### src/rtl/spi_master_tx.sv
// SPI mode-0 master transmitter/receiver (CPOL=0, CPHA=0), MSB first.
// Bytes arrive on a valid/ready port. i_tx_last closes the SS-low frame after
// the byte it accompanies. MISO is captured in full duplex and each received
// byte is presented with a one-cycle strobe.
module spi_master_tx #(
  parameter int CLK_DIV   = 5,
  parameter int FRAME_GAP = 4
) (
  input  logic       i_clk50mhz,
  input  logic       i_rst_n,
  input  logic [7:0] i_tx_data,
  input  logic       i_tx_valid,
  input  logic       i_tx_last,
  output logic       o_tx_ready,
  output logic [7:0] o_rx_data,
  output logic       o_rx_valid,
  output logic       o_busy,
  output logic       o_spi_clk,
  output logic       o_spi_mosi,
  input  logic       i_spi_miso,
  output logic       o_spi_ss
);

  localparam int CW = (CLK_DIV > 1) ? $clog2(CLK_DIV) : 1;
  localparam int GW = (FRAME_GAP > 1) ? $clog2(FRAME_GAP) : 1;
  localparam logic [CW-1:0] DIV_LAST = CW'(CLK_DIV - 1);
  localparam logic [GW-1:0] GAP_LAST = GW'(FRAME_GAP - 1);

  typedef enum logic [2:0] {
    ST_IDLE  = 3'd0,
    ST_SHIFT = 3'd1,
    ST_WAIT  = 3'd2,
    ST_TRAIL = 3'd3,
    ST_GAP   = 3'd4
  } state_t;

  // Reset synchroniser: assertion is immediate, release is aligned to the clock.
  logic rst_meta_q, rst_meta_d;
  logic rst_sync_q, rst_sync_d;
  logic rst_n_s;

  // Reset synchroniser next values: shift a one in after i_rst_n releases.
  always_comb begin
    rst_meta_d = 1'b1;
    rst_sync_d = rst_meta_q;
  end

  // Reset synchroniser flops, cleared asynchronously by the external reset.
  always_ff @(posedge i_clk50mhz or negedge i_rst_n) begin
    if (!i_rst_n) begin
      rst_meta_q <= 1'b0;
      rst_sync_q <= 1'b0;
    end else begin
      rst_meta_q <= rst_meta_d;
      rst_sync_q <= rst_sync_d;
    end
  end

  assign rst_n_s = rst_sync_q;

  // Two-stage MISO synchroniser; only miso_s2_q is used by the shifter.
  logic miso_s1_q, miso_s1_d;
  logic miso_s2_q, miso_s2_d;

  // MISO synchroniser next values.
  always_comb begin
    miso_s1_d = i_spi_miso;
    miso_s2_d = miso_s1_q;
  end

  // MISO synchroniser flops.
  always_ff @(posedge i_clk50mhz or negedge rst_n_s) begin
    if (!rst_n_s) begin
      miso_s1_q <= 1'b0;
      miso_s2_q <= 1'b0;
    end else begin
      miso_s1_q <= miso_s1_d;
      miso_s2_q <= miso_s2_d;
    end
  end

  state_t          state_q, state_d;
  logic [CW-1:0]   cnt_q, cnt_d;
  logic [GW-1:0]   gap_q, gap_d;
  logic [2:0]      bit_q, bit_d;
  logic [7:0]      tx_sh_q, tx_sh_d;
  logic [7:0]      rx_sh_q, rx_sh_d;
  logic            last_q, last_d;
  logic            sclk_q, sclk_d;
  logic            mosi_q, mosi_d;
  logic            ss_q, ss_d;
  logic            ready_q, ready_d;
  logic            busy_q, busy_d;
  logic [7:0]      rx_data_q, rx_data_d;
  logic            rx_valid_q, rx_valid_d;
  logic            accept_s;

  assign accept_s = i_tx_valid && ready_q;

  // Next-state and output logic: SCLK generation, shifting and framing.
  always_comb begin
    state_d    = state_q;
    cnt_d      = cnt_q;
    gap_d      = gap_q;
    bit_d      = bit_q;
    tx_sh_d    = tx_sh_q;
    rx_sh_d    = rx_sh_q;
    last_d     = last_q;
    sclk_d     = sclk_q;
    mosi_d     = mosi_q;
    ss_d       = ss_q;
    rx_data_d  = rx_data_q;
    rx_valid_d = 1'b0;

    case (state_q)
      ST_IDLE, ST_WAIT: begin
        if (accept_s) begin
          state_d = ST_SHIFT;
          tx_sh_d = i_tx_data;
          last_d  = i_tx_last;
          mosi_d  = i_tx_data[7];
          ss_d    = 1'b0;
          sclk_d  = 1'b0;
          cnt_d   = {CW{1'b0}};
          bit_d   = 3'd0;
          rx_sh_d = 8'h00;
        end else begin
          state_d = state_q;
        end
      end
      ST_SHIFT: begin
        if (cnt_q == DIV_LAST) begin
          cnt_d  = {CW{1'b0}};
          sclk_d = ~sclk_q;
          if (!sclk_q) begin
            // Rising edge: sample the slave's bit.
            rx_sh_d = {rx_sh_q[6:0], miso_s2_q};
          end else if (bit_q == 3'd7) begin
            // Eighth falling edge: byte complete, MOSI keeps bit0.
            rx_data_d  = rx_sh_q;
            rx_valid_d = 1'b1;
            bit_d      = 3'd0;
            state_d    = last_q ? ST_TRAIL : ST_WAIT;
          end else begin
            // Falling edge: present the next bit.
            bit_d   = bit_q + 3'd1;
            tx_sh_d = {tx_sh_q[6:0], 1'b0};
            mosi_d  = tx_sh_q[6];
          end
        end else begin
          cnt_d = cnt_q + CW'(1);
        end
      end
      ST_TRAIL: begin
        if (cnt_q == DIV_LAST) begin
          cnt_d   = {CW{1'b0}};
          gap_d   = {GW{1'b0}};
          ss_d    = 1'b1;
          mosi_d  = 1'b0;
          state_d = ST_GAP;
        end else begin
          cnt_d = cnt_q + CW'(1);
        end
      end
      ST_GAP: begin
        if (gap_q == GAP_LAST) begin
          state_d = ST_IDLE;
        end else begin
          gap_d = gap_q + GW'(1);
        end
      end
      default: begin
        state_d = ST_IDLE;
        ss_d    = 1'b1;
        sclk_d  = 1'b0;
        mosi_d  = 1'b0;
      end
    endcase

    ready_d = (state_d == ST_IDLE) || (state_d == ST_WAIT);
    busy_d  = (state_d != ST_IDLE);
  end

  // State and datapath registers; every output is driven from a flop.
  always_ff @(posedge i_clk50mhz or negedge rst_n_s) begin
    if (!rst_n_s) begin
      state_q    <= ST_IDLE;
      cnt_q      <= {CW{1'b0}};
      gap_q      <= {GW{1'b0}};
      bit_q      <= 3'd0;
      tx_sh_q    <= 8'h00;
      rx_sh_q    <= 8'h00;
      last_q     <= 1'b0;
      sclk_q     <= 1'b0;
      mosi_q     <= 1'b0;
      ss_q       <= 1'b1;
      ready_q    <= 1'b1;
      busy_q     <= 1'b0;
      rx_data_q  <= 8'h00;
      rx_valid_q <= 1'b0;
    end else begin
      state_q    <= state_d;
      cnt_q      <= cnt_d;
      gap_q      <= gap_d;
      bit_q      <= bit_d;
      tx_sh_q    <= tx_sh_d;
      rx_sh_q    <= rx_sh_d;
      last_q     <= last_d;
      sclk_q     <= sclk_d;
      mosi_q     <= mosi_d;
      ss_q       <= ss_d;
      ready_q    <= ready_d;
      busy_q     <= busy_d;
      rx_data_q  <= rx_data_d;
      rx_valid_q <= rx_valid_d;
    end
  end

  assign o_tx_ready = ready_q;
  assign o_rx_data  = rx_data_q;
  assign o_rx_valid = rx_valid_q;
  assign o_busy     = busy_q;
  assign o_spi_clk  = sclk_q;
  assign o_spi_mosi = mosi_q;
  assign o_spi_ss   = ss_q;

endmodule
### config.mk
export PLATFORM = sky130hd
export DESIGN_NAME = spi_master_tx
export DESIGN_NICKNAME = d
export VERILOG_FILES = /design/src/rtl/spi_master_tx.sv
export SDC_FILE = /design/constraint.sdc
export NUM_CORES = 1
export LEC_CHECK = 0
export CAP_MARGIN = 20
export CORE_MARGIN = 3
export CORE_UTILIZATION = 29
export DETAILED_ROUTE_END_ITERATION = 8
export PLACE_DENSITY = 0.51
export SETUP_SLACK_MARGIN = 0.15
export SLEW_MARGIN = 0
export SYNTH_ARGS = -nofsm -noshare
export SYNTH_HDL_FRONTEND = slang
export SYNTH_SLANG_ARGS = --single-unit
### constraint.sdc
create_clock -name i_clk50mhz -period 1.4 [get_ports i_clk50mhz]
set_input_delay 0.28 -clock i_clk50mhz [delete_from_list [all_inputs] [get_ports i_clk50mhz]]
set_output_delay 0.28 -clock i_clk50mhz [all_outputs]
set_load 0.01 [all_outputs]
**Word-level counts from Yosys, hierarchy flattened**

Cells that the tools add are included.

- Flip-flop bits (word level): 45
- Bits of input ports: 13
- Output and inout bits: 14
- Logic and storage cells: 104

- Add/subtract/negate cells: 3
- Eq/ne operators: 15
- Mux-type cells: 42
- Bitwise logic cells: 4
- Reductions and logical operators: 22

Operators with widths:

| kind | number |
|---|---|
| 3-bit 2-to-1 mux | 11 |
| 7-bit 2-to-1 mux | 4 |
| 8-bit 2-to-1 mux | 3 |
| 8-bit case mux with 2 select lines | 1 |
| 2-bit inequality test, second input constant | 7 |
| 7-bit case mux with 2 select lines | 1 |
| 1-bit 2-to-1 mux | 13 |
| 3-bit case mux with 2 select lines | 2 |
| 3-bit case mux with 4 select lines | 1 |
| 4-bit AND reduction | 3 |
| 3-bit by 2-bit == test with 1-bit output, second input constant | 3 |
| 3-bit == test, second input constant | 3 |
| 3-bit AND reduction | 3 |
| 2-bit OR reduction | 4 |
| 3-bit by 1-bit adder with 3-bit output, second input constant | 2 |
| 3-bit logical NOT | 2 |
| 1-bit case mux with 3 select lines | 2 |
| 6-bit AND reduction | 1 |
| 2-bit nonzero test | 3 |
| 5-bit AND reduction | 1 |
| 2-bit 2-to-1 mux | 2 |
| 1-bit NOT | 4 |
| 1-bit case mux with 4 select lines | 1 |
| 2-bit case mux with 2 select lines | 1 |
| 7 further kinds | 8 |

**Longest topological paths before layout**

- Word-level depth: 7
- Gate-level depth with buffers: 7
- Gate-level depth less buffers: 6

**Worst setup path after synthesis**

OpenSTA, ideal clock, no wires.

- Path kind: register to register
- From: reg ready_q, in the netlist o_tx_ready
- To: reg tx_sh_q[1]
- Library setup time: 0.125 ns
- Data arrival time: 1.676 ns
- Data required time: 1.275 ns
- Path slack: -0.401 ns
- Stages on the path, launching flop included: 5
- Path buffers: 1
- Clock period less this slack: 1.801 ns
- Cells stage by stage: dfstp_2 > nor4bb_1 > clkbuf_1 > a2bb2oi_4 > mux2_2

- Word-level cells in the longest chain between the ends: 3

Ends and longest elaborated chain:

| item | RTL line | text |
|---|---|---|
| from (decl) | 92 | `logic ready_q, ready_d;` |
| from (signal assigned) | 212 | `ready_q <= ready_d;` |
| 1-bit logical AND | 98 | `assign accept_s = i_tx_valid && ready_q;` |
| 2-bit inequality test (no line) | - |  |
| 5-bit AND reduction (no line) | - |  |
| to (signal assigned) | 206 | `tx_sh_q <= tx_sh_d;` |
| to (decl) | 86 | `logic [7:0] tx_sh_q, tx_sh_d;` |

Every way passes these cells.
A chain may end at the register's enable or synchronous reset.

**Worst setup path after layout**

- From: reg state_q[2]
- To: reg tx_sh_q[6]

- Word-level cells in the longest chain between the ends: 4
- Elaborated cells between the ends (all ways): 11
- Those cells by class: eq/ne: 6; mux: 1; reduce/logical: 4

Ends and longest elaborated chain:

| item | RTL line | text |
|---|---|---|
| from (decl) | 82 | `state_t state_q, state_d;` |
| from (signal assigned) | 202 | `state_q <= state_d;` |
| 3-bit by 2-bit == test with 1-bit output or 3-bit logical NOT (tied branches) | 115 | `case (state_q)` |
| 2-bit OR reduction | 115 |  |
| 2-bit inequality test (no line) or 2-bit nonzero test (tied branches) | - |  |
| 5-bit AND reduction (no line) | - |  |

Parallel ways exist; a longest one is shown, timed or not.

==> summary.md <==
| Metric | Value |
|---|---|
| Reg clk slew, reported paths | 80 ps |
| Fmax | 572 MHz |
| Die area | roughly 8000 sq um |
| Final wirelength | ~4600 um |
| CP Class | flop to flop |
| Max Cap Violations | 0 |
| Vias in the first global route | roughly 1,600 |
| Via/cell ratio | about 4.4 |
| Yosys warns | 0 |
| Slew Limit Fails | 0 |
| Gate Count Post-Synth | 185 |
| RD Place Congestion | approximately 0.7 |
| Cts bufs inserted | 5 |
| Failing checks | setup timing |
| CP startpoint kind | flop |
| Worst r2r path cells | 5 |
| Residual DRC count | 0 |
| DRT Pass-1 Iters | 4 |
| VDD IR max | a little under 0.8 mV |
| Status | complete, but fails checks |
| CTS H-tree lvls | 2 |
| Post-synth EDFFs | 0 |
| I/O Pins | 27 |
| First-pass GRT wire length | approximately 7600 um |
| Core ar. | ~6800 sq um |
| Final WS setup | -349 ps |
| IO Port Bufs | 26 |
| Crit Path Max Fanout | 7 |
| CTS tree | done |
| Pre-CTS setup slack | -523 ps |
| Post-route cell area | about 3200 sq um |
| Grt total ovfl | 0 |
| # hold bufs at CTS | 0 |
| Seq cells post-synth | 45 |
| P per Cell Area | ~1700 nW/um^2 |
| Final non-filler cell total | between 300 and 400 |
| Number of DRC markers in iteration 0 | 51 |
| Setup TNS | -8840 ps |
| Die height | ~90 um |
| Largest area contributor in the synthesized netlist | dfrtp_1 |
| Arr. time, crit path | 1920 ps |
| Post-synth ARST share | 1.00 |
| Pleak | 1.47 nW |
| Crit. End Element | flop |
| Ant diodes | 0 |
| Min Tclk post-route | 1750 ps |
| Share of cells above drive strength 1 | 0.434 |
| Pin count of the biggest net entering global routing | 30 |
| Most used flip-flop cell after synthesis | dfrtp_1 |
| Worst hold-check path type | input pin to async pin |
| Syn_area_per_cell | ~11 sq um |
| Layout Nets | between 200 and 300 |
| Vias | between 1,500 and 2,000 |
| Dpl cells | 334 |
| Initial Utilization | 0.301 |
| Worst path required time | 1580 ps |
| Dpl cell area | approximately 2700 sq um |
| Final-report setup violation count | 36 |
| Root Buffer | clkbuf_8 |
| Synth area leaders | dfrtp_1 52%, mux2_2 9.3%, nand2_1 8.0% |
| Synthesized netlist net count | slightly above 200 |
| Unrepaired setup endpoints after global routing | yes |
| Area added between synthesis and finish | 54.7% |
| Synthesized area | 2050 sq um |
| Final ANT Viol Nets | 0 |
| Clock sink count | 45 |
| Yosys cell types | 39 |
| Period utilization | 1.25 |
| Row count | 30 |
| Max Clock Skew | ~9.3 ps |
| CTS max path bufs | 2 |
| Die Wd | about 90 um |
| Detail Placement HPWL | approximately 3000 um |
| Seq/Total Area, Yosys | 0.550 |
| Initial antenna violation count | 0 |
| Total GRT Usage | 0.115 |
| Worst-Skew Late Latency | slightly below 300 ps |
| WHS | roughly 140 ps |
| Synth top area share | 0.524 |
| Hold Violations, Final | 0 |
| WL/cell | about 13 um |
## layout make-up
| type | instances | area, sq um |
|---|---|---|
| fill | 656 | 3650 |
| clock inverter | 2 | 37.5 |
| clock buffer | 6 | 82.6 |
| timing repair buffer | 77 | 714 |
| sequential | 45 | 1130 |
| multi-input combinational | 130 | 1070 |
| inverter | 5 | 18.8 |
| tap | 96 | 120 |
## flip-flops by register name, summed over array words and instances, names as in the netlist, 2 cells and up
signal     flops
cnt_q          3
bit_q          3
gap_q          2
o_rx_data      8
tx_sh_q        7
rx_sh_q        8
state_q        3
## cell families (layout without fill, tap and decap cells)
| logic type | after synthesis | after routing | synth area share |
|---|---|---|---|
| other | 1 | 1 | 0.00183 |
| AOI/OAI and AO/OA | 36 | 37 | 0.128 |
| adders and majority gates | 6 | 6 | 0.0366 |
| muxes | 17 | 17 | 0.0932 |
| buffers and inverters | 12 | 90 | 0.0268 |
| DFF | 45 | 45 | 0.550 |
| and+or+nand+nor | 68 | 69 | 0.164 |
## worst paths after layout
check	start	end	slack (ps)
setup / recovery	state_q[2]	tx_sh_q[6]	-350
hold / removal	i_rst_n	rst_meta_q	140
setup reg to reg	state_q[2]	tx_sh_q[6]	-350
hold reg to reg	rst_n_s	tx_sh_q[3]	180
max in group asynchronous	rst_n_s	state_q[2]	730
min in group i_clk50mhz	rst_meta_q	rst_n_s	360
## power by group
| part | leakage (nW) | switching, mW | internal, mW |
|---|---|---|---|
| Sequential | 0.575 | 0.252 | 1.67 |
| Combinational | 0.842 | 1.04 | 1.32 |
| Clock | 0.0574 | 0.442 | 0.581 |
## synthesized netlist by cell type, types with 2 or more instances
library cell,count
a21oi_1,3
a22o_1,4
buf_2,2
clkbuf_1,3
dfrtp_1,43
dfstp_2,2
ha_1,6
inv_1,5
mux2_2,17
nand2_1,44
nand2b_1,3
nand3_1,2
nand3b_1,2
nor2_1,7
o211ai_1,2
o21ai_0,16
o22ai_2,2
## per-stage QoR
stage | power, mW | utilization
floorplan | 2.93 | -
global placement | 3.64 | 0.391
detailed placement | 3.66 | 0.391
CTS | 4.99 | 0.439
global route | 5.72 | 0.465
finish | 5.30 | 0.465
## worst max-delay path, cell delays in order, from the launching register on
cell and delay, ps:
dfrtp_2 460, or3b_4 460, nor2_8 110, a2bb2oi_4 160, buf_12 140, mux2_4 300
## cell usage in the layout (no fill, tap or decap), types with 4 or more instances in the layout
cell	netlist	layout
buf_6	1	12
nand2_1	44	43
o21ai_1	1	6
mux2_2	17	9
nor2_1	7	6
buf_4	0	38
dfrtp_1	43	40
clkdlybuf4s15_1	0	9
o21ai_0	16	9
mux2_4	0	8
clkbuf_8	0	6
clkdlybuf4s50_1	0	12
a22o_1	4	4
## timing repair
| action | CTS | global route |
|---|---|---|
| cloned | 1 | 1 |
| setup endpoints to repair | 54 | 52 |
| buffers inserted | 12 | 5 |
| resized for setup | 57 | 40 |
| pin swaps | 9 | 9 |
## layer usage
| metal | GRT usage | part of all wire | vias to the layer above |
|---|---|---|---|
| met5 | 0 | 0 | - |
| met4 | 0.0344 | 0.014 | 0 |
| met3 | 0.0310 | 0.043 | 6 |
| met2 | 0.172 | 0.47 | 38 |
| met1 | 0.162 | 0.48 | 761 |
| li1 | - | - | 798 |
(Power assumes the default switching activity.)
